## src/rtl/nrst_pkg.sv

```systemverilog
// Shared types for the reset sequencer.
//   nrst_seq_state_t : sequencer phase
//     ASSERT  - master reset active or just released, outputs held low
//     HOLD    - minimum assertion window counting down, outputs held low
//     RELEASE - domains being released one by one
//     RUN     - all domains out of reset
package nrst_pkg;

  typedef enum logic [1:0] {
    ASSERT  = 2'd0,
    HOLD    = 2'd1,
    RELEASE = 2'd2,
    RUN     = 2'd3
  } nrst_seq_state_t;

endpackage : nrst_pkg

```

## src/rtl/nrst_sequencer.sv

```systemverilog
// Reset sequencer: drives DOMAINS active-low resets, one per downstream reset
// synchronizer. All outputs are held low for at least HOLD_CYCLES edges after the
// reset cause ends, then released in ascending index order, GAP_CYCLES edges apart.
// Ports:
//   CLK_I       in   clock
//   NRST_I      in   asynchronous master reset, active low (release pre-synchronized)
//   SRST_REQ_I  in   soft-reset request, level, sampled on CLK_I (ignored in ASSERT)
//   NRST_O      out  sequenced resets, active low, bit k released after bit k-1
//   BUSY_O      out  1 while any NRST_O bit is low
//   SEQ_DONE_O  out  one-cycle pulse on the edge the last domain is released
// Every output is a flop, so no decode glitches reach the synchronizers.
module nrst_sequencer
  import nrst_pkg::*;
#(
  parameter int DOMAINS     = 2,
  parameter int HOLD_CYCLES = 16,
  parameter int GAP_CYCLES  = 4
) (
  input  logic               CLK_I,
  input  logic               NRST_I,
  input  logic               SRST_REQ_I,
  output logic [DOMAINS-1:0] NRST_O,
  output logic               BUSY_O,
  output logic               SEQ_DONE_O
);

  localparam int MAX_CYC = (HOLD_CYCLES > GAP_CYCLES) ? HOLD_CYCLES : GAP_CYCLES;
  localparam int CNT_W   = $clog2(MAX_CYC + 1);
  localparam int IDX_W   = $clog2(DOMAINS + 1);

  // The edge that loads the counter is itself one of the counted edges' predecessor,
  // so loading N-1 gives exactly N edges until the terminal action.
  localparam logic [CNT_W-1:0] HOLD_LOAD = CNT_W'(HOLD_CYCLES - 1);
  localparam logic [CNT_W-1:0] GAP_LOAD  = CNT_W'(GAP_CYCLES - 1);

  if (DOMAINS < 1 || HOLD_CYCLES < 1 || GAP_CYCLES < 1) begin : g_bad_params
    $error("nrst_sequencer: DOMAINS, HOLD_CYCLES and GAP_CYCLES must all be >= 1");
  end

  nrst_seq_state_t    state_q, state_d;
  logic [CNT_W-1:0]   cnt_q, cnt_d;
  logic [IDX_W-1:0]   idx_q, idx_d;     // index of the next domain to release
  logic [DOMAINS-1:0] nrst_q, nrst_d;
  logic               busy_q, busy_d;
  logic               done_q, done_d;

  // Next-state and output logic; a soft request outside ASSERT overrides everything,
  // including the completion edge, so an aborted sequence never pulses SEQ_DONE_O.
  always_comb begin
    state_d = state_q;
    cnt_d   = cnt_q;
    idx_d   = idx_q;
    nrst_d  = nrst_q;
    busy_d  = busy_q;
    done_d  = 1'b0;

    if (SRST_REQ_I && (state_q != ASSERT)) begin
      state_d = HOLD;
      cnt_d   = HOLD_LOAD;
      idx_d   = '0;
      nrst_d  = '0;
      busy_d  = 1'b1;
    end else begin
      case (state_q)
        ASSERT: begin
          state_d = HOLD;
          cnt_d   = HOLD_LOAD;
          idx_d   = '0;
          nrst_d  = '0;
          busy_d  = 1'b1;
        end

        HOLD: begin
          if (cnt_q == '0) begin
            nrst_d[0] = 1'b1;
            if (DOMAINS == 1) begin
              state_d = RUN;
              busy_d  = 1'b0;
              done_d  = 1'b1;
            end else begin
              state_d = RELEASE;
              cnt_d   = GAP_LOAD;
              idx_d   = IDX_W'(1);
            end
          end else begin
            cnt_d = cnt_q - CNT_W'(1);
          end
        end

        RELEASE: begin
          if (cnt_q == '0) begin
            // OR-in only the indexed bit: released bits stay high (monotonic).
            for (int k = 0; k < DOMAINS; k++) begin
              nrst_d[k] = nrst_q[k] | (IDX_W'(k) == idx_q);
            end
            if (idx_q == IDX_W'(DOMAINS - 1)) begin
              state_d = RUN;
              busy_d  = 1'b0;
              done_d  = 1'b1;
            end else begin
              idx_d = idx_q + IDX_W'(1);
              cnt_d = GAP_LOAD;
            end
          end else begin
            cnt_d = cnt_q - CNT_W'(1);
          end
        end

        RUN: begin
          state_d = RUN;
        end

        default: begin
          state_d = ASSERT;
          nrst_d  = '0;
          busy_d  = 1'b1;
        end
      endcase
    end
  end

  // State, counter and output flops; master reset clears them asynchronously.
  always_ff @(posedge CLK_I or negedge NRST_I) begin
    if (!NRST_I) begin
      state_q <= ASSERT;
      cnt_q   <= '0;
      idx_q   <= '0;
      nrst_q  <= '0;
      busy_q  <= 1'b1;
      done_q  <= 1'b0;
    end else begin
      state_q <= state_d;
      cnt_q   <= cnt_d;
      idx_q   <= idx_d;
      nrst_q  <= nrst_d;
      busy_q  <= busy_d;
      done_q  <= done_d;
    end
  end

  assign NRST_O     = nrst_q;
  assign BUSY_O     = busy_q;
  assign SEQ_DONE_O = done_q;

endmodule : nrst_sequencer

```

## config.mk

```make
export PLATFORM = sky130hd
export DESIGN_NAME = nrst_sequencer
export DESIGN_NICKNAME = d
export VERILOG_FILES = /design/src/rtl/nrst_pkg.sv /design/src/rtl/nrst_sequencer.sv
export SDC_FILE = /design/constraint.sdc
export NUM_CORES = 1
export LEC_CHECK = 0
export ABC_AREA = 1
export ABC_CLOCK_PERIOD_IN_PS = 3500
export CAP_MARGIN = 20
export CORE_MARGIN = 2
export CORE_UTILIZATION = 60
export CTS_CLUSTER_SIZE = 25
export DETAILED_ROUTE_END_ITERATION = 8
export GPL_ROUTABILITY_DRIVEN = 0
export PLACE_DENSITY = 0.85
export SETUP_SLACK_MARGIN = 0.02
export SKIP_LAST_GASP = 1
export SLEW_MARGIN = 30
export SYNTH_ARGS = -nofsm -noshare
export SYNTH_HDL_FRONTEND = slang
export SYNTH_SLANG_ARGS = --single-unit
```

## constraint.sdc

```tcl
create_clock -name CLK_I -period 3.5 [get_ports CLK_I]
set_input_delay 0.7 -clock CLK_I [delete_from_list [all_inputs] [get_ports CLK_I]]
set_output_delay 0.7 -clock CLK_I [all_outputs]
set_load 0.01 [all_outputs]
```

======== After elaboration in Yosys (flattened, before gate mapping) ========
Cells that the tools add are included.
word-level totals
  register bits ........................... 13
  output and inout bits ................... 4
  input port bits ......................... 3
cells by class
  multiplexer cells ....................... 28
  equality and inequality tests ........... 10
  bitwise logic cells ..................... 2
  reduce and logical (&&, ||, !) cells .... 13
  $add $sub $neg .......................... 2
operators with widths
  operator               count
  $mux W2                10
  $mux W5                4
  $pmux W5 S3            1
  $ne A3 B3 Y1 const B   4
  $reduce_and A3 Y1      3
  $mux W1                8
  $pmux W2 S4            1
  $pmux W2 S3            1
  $logic_not A5 Y1       1
  $sub A5 B1 Y5 const B  1
  $eq A2 B1 Y1 const B   2
  $eq A2 B2 Y1 const B   2
  $logic_not A2 Y1       2
  $ne A4 B4 Y1 const B   1
  $pmux W1 S2            2
  $reduce_and A2 Y1      2
  $reduce_and A4 Y1      1
  $reduce_bool A4 Y1     1
  $pmux W1 S3            1
  $reduce_bool A3 Y1     1
  $add A2 B1 Y2 const B  1
  $eq A1 B2 Y1 const A   1
  $or A1 B1 Y1           2
  $reduce_bool A2 Y1     1
  $logic_and A1 B1 Y1    1

======== Logic depth before layout (Yosys ltp) ========
  depth after elaboration ................. 5
  mapped depth ............................ 11
  depth with buffers taken out ............ 11

======== Worst setup path before layout ========
OpenSTA, ideal clock, no wires.
  kind .................................... register -> register
  start point ............................. reg state_q[1]
  end point ............................... reg cnt_q[0]
  required time ........................... 3.378 ns
  setup slack ............................. 2.116 ns
  setup time .............................. 0.122 ns
  cell stages (with the launch flop) ...... 10
  arrival ................................. 1.262 ns
  path through ............................ dfrtp_1 -> inv_1 -> ha_1 -> inv_2 -> nand2_2 -> nand3_2 -> nor2_4 -> nor2_4 -> nor2_1 -> nor2_1
on the way
  longest elaborated chain between the ends .. 4
ends and longest elaborated chain
  element                                                                     RTL line               text
  from (decl)                                                                 nrst_sequencer.sv:40   nrst_seq_state_t state_q, state_d;
  from (signal assigned)                                                      nrst_sequencer.sv:132  state_q <= state_d;
  $reduce_bool A2 Y1                                                          nrst_sequencer.sv:57   if (SRST_REQ_I && (state_q != ASSERT)) begin
  $logic_and A1 B1 Y1                                                         nrst_sequencer.sv:57
  $ne A4 B4 Y1 (no source line) / $reduce_bool A4 Y1 (equally long branches)  n/a
  $reduce_and A2 Y1 (no source line)                                          n/a
  to (signal assigned)                                                        nrst_sequencer.sv:133  cnt_q <= cnt_d;
  to (decl)                                                                   nrst_sequencer.sv:41   logic [CNT_W-1:0] cnt_q, cnt_d;
Several ways; a longest one is shown, not always the timed one.
A chain may end at the register's enable or synchronous reset.

======== Final worst setup path ========
  start point ............................. reg busy_q (netlist: BUSY_O)
  end point ............................... out BUSY_O
RTL lines
  element                 RTL line               text
  from (decl)             nrst_sequencer.sv:44   logic busy_q, busy_d;
  from (signal assigned)  nrst_sequencer.sv:136  busy_q <= busy_d;
  to (decl)               nrst_sequencer.sv:23   output logic BUSY_O,
No word-level cell between the ends.

==> summary.txt <==
Clocking
  • Post-CTS Setup Bufs: 0
  • CTS tree: built
  • H-tree depth: 1
  • Num CTS Buffers: 3
  • CTS Hold Bufs: 0
  • CTS Root Cell: clkbuf_4
  • Clock Tree Buf Depth: 2
  • Clock transition at path regs: 0.09 ns
  • Clock Sinks: 13
  • Post_cts resized: 0
  • Clk_lat worst skew: ~0.30 ns

Setup path
  • Worst flop-to-flop path startpoint: state_q[1]
  • Worst Setup Start Kind: flip-flop
  • Crit-path max cell delay: roughly 0.53 ns
  • Worst path depth: 1
  • CP bufs+invs: 1
  • Crit path arrival time: around 1.3 ns
  • Worst path slowest cell: dfstp_2
  • CP Capture Type: output port
  • Top cell family by delay on the critical path: flip-flops
  • Cell chain of the critical path: clkdlybuf4s50_1
  • Crit Path Category: flip-flop to output port
  • Worst-case reg-to-reg path depth: 11
  • R2r endpoint: NRST_O[0]
  • R2R setup slack: about 1.9 ns
  • Critical Path RT: 2.80 ns
  • Worst Path Max Fanout: 2

Die
  • Initial Util: 0.6269
  • Vert. Die Dim: roughly 43 um
  • Core area: 0.001489 sq mm
  • Ports: 7
  • Die area: around 0.0019 sq mm
  • Std cell rows: 14
  • Die width: ~43 um

Routing
  • First DRT Iteration DRCs: 31
  • Routed len/inst: roughly 12 um
  • Residual DRC: 0
  • Via count: 813
  • Via density: between 5 and 6
  • Total routed wirelength: approximately 1800 um
  • First-pass DRT Iterations: 4
  • Antenna viol nets, final: 0

Power and ir drop
  • Pleak: ~0.58 nW
  • Total power divided by cell area: approximately 760 mW/mm^2
  • Max VDD drop: around 0.00046 V

Timing
  • Worst slew margin: 0.6258
  • Final Hold Fails: 0
  • Least-Margin Pin Slew: 0.5595 ns
  • Setup violations, final: 0
  • WHS: a little under 0.5 ns
  • Period utilisation layout: 0.5828
  • Min Clock Period, post-route: 2.040 ns
  • Fmax achieved: between 400 and 500 MHz
  • Setup TNS: 0 ns
  • Slew Viols, Final: 0
  • Final clock skew: just under 0.01 ns
  • RSZ-0062 raised after global routing: no

Placement
  • Dpl hpwl: roughly 1300 um
  • PortBufs: 6

Synthesis
  • Largest cells by area after synthesis: dfrtp_1, nand2_1, ha_1, inv_1, nand3_1
  • Syn. warnings: 0
  • Biggest area consumer among synthesized cells: dfrtp_1
  • Sequential fraction of the synthesis area: 0.3499
  • Synth cell types: 22
  • Avg Inst Size Synth: slightly above 7 sq um
  • Mapped Area: a little over 900 sq um
  • Post-synthesis cell count: 129
  • Flops & latches, synth: 13
  • Net Count, Synth: approximately 140
  • Yosys top cell area share: 0.3217

GRT
  • Largest net degree at the start of global routing: 14
  • First-pass GRT wire length: 3201 um
  • Number of global-route vias before repair: a little under 800
  • GRT Total Usage: 0.2294
  • Antenna violations before repair: 0
  • Total grt overflow: 0

Hold path
  • Min-delay src: idx_q[1]
  • Hold crit path type: flip-flop to flip-flop
  • Hold Path Depth: 2
  • Hold Path Sink: idx_q[1]

Finish
  • Ant diodes: 0
  • Layout filler cell count: 117
  • # nets final: 150
  • Most frequent cells in the layout: nand2_1, inv_1, dfrtp_1
  • Most common cell after layout, fill and taps aside: nand2_1
  • Share of layout cells above drive strength 1: 0.1511
  • P&R area growth vs syn: 11.39%

Run
  • Max-Cap Viols: 0

Status
  • Outcome: finished, final reports clean
-- state kept, by name, indices dropped and copies added, names as in the netlist --
signal,flops
NRST_O,2
cnt_q,5
BUSY_O,1
SEQ_DONE_O,1
idx_q,2
state_q,2
-- through the flow --
| stage | area (sq um) | util | setup slack, ns | std cells | total power [mW] |
|---|---|---|---|---|---|
| final | 1040 | 0.6983 | 1.460 | 155 | 0.7879 |
| after global routing | 1040 | 0.6983 | 1.442 | 155 | 0.8603 |
| after CTS | 1040 | 0.6983 | 1.461 | 155 | 0.7827 |
| after detailed placement | 1013 | 0.6807 | 1.519 | 151 | 0.6785 |
| after global placement | 1013 | 0.6807 | 1.577 | 151 | 0.6629 |
| after floorplan | 933.4 | - | 2.116 | 129 | 0.5843 |
-- cell usage after synthesis --
master / count
a21oi_2: 1
nand3_2: 2
nand3_4: 1
inv_1: 23
or2_2: 1
o21ai_1: 1
o21ai_2: 1
nand2_1: 40
nand2_2: 4
nor3_1: 2
xnor2_1: 1
a21oi_1: 2
ha_1: 7
nor2_2: 1
dfrtp_1: 12
o21ai_0: 2
o211ai_1: 1
nor2_1: 11
inv_2: 2
dfstp_2: 1
nand3_1: 9
nor2_4: 4
-- final cells by class --
class	instances	area, sq um	area share
multi-input combinational	91	513.0	0.4934
sequential	13	326.6	0.3141
inverter	25	93.84	0.09025
timing repair buffer	6	60.06	0.05776
clock buffer	4	26.28	0.02527
tap	16	20.02	0.01925
-- cell families after synthesis --
logic type,Yosys count,share of synthesized area
and+or+nand+nor,75,0.3928
xor gates and xnor gates,1,0.009385
AOI/OAI and AO/OA,8,0.05362
DFF,13,0.3499
buffers and inverters,25,0.1005
adders and majority gates,7,0.09383
-- how the worst max path moves through the flow --
stage	start	to	slack, ns
CTS	BUSY_O	BUSY_O	1.46
global route	BUSY_O	BUSY_O	1.44
floorplan	state_q[1]	cnt_q[0]	2.12
finish	BUSY_O	BUSY_O	1.46
detailed placement	SRST_REQ_I	NRST_O[0]	1.52
global placement	SRST_REQ_I	cnt_q[0]	1.58
-- where the power goes --
part	total [mW]	internal (mW)	switching, mW
Combinational	0.449	0.164	0.285
Sequential	0.238	0.194	0.0444
Clock	0.101	0.0444	0.0565
Total	0.788	0.402	0.386
-- worst reg2reg max path, stage by stage (launching register included) --
cell     delay (ns)
dfrtp_1        0.44
inv_1          0.16
ha_1           0.27
inv_2          0.06
nand2_2        0.09
nand2_1        0.09
inv_1          0.10
nand2_1        0.08
nand2_1        0.08
nor2_1         0.05
nand2_1        0.06
nand2_1        0.05
-- metal layers --
layer / share of wire / global-route usage / wire, um / up-vias
met3: 0.055 / 0.02500 / 98 / 5
met5: 0 / 0 / 0 / -
li1: - / - / - / 413
met4: 0.025 / 0.1273 / 44 / 0
met1: 0.46 / 0.2846 / 831 / 364
met2: 0.46 / 0.3881 / 818 / 31
(Power assumes the default switching activity.)
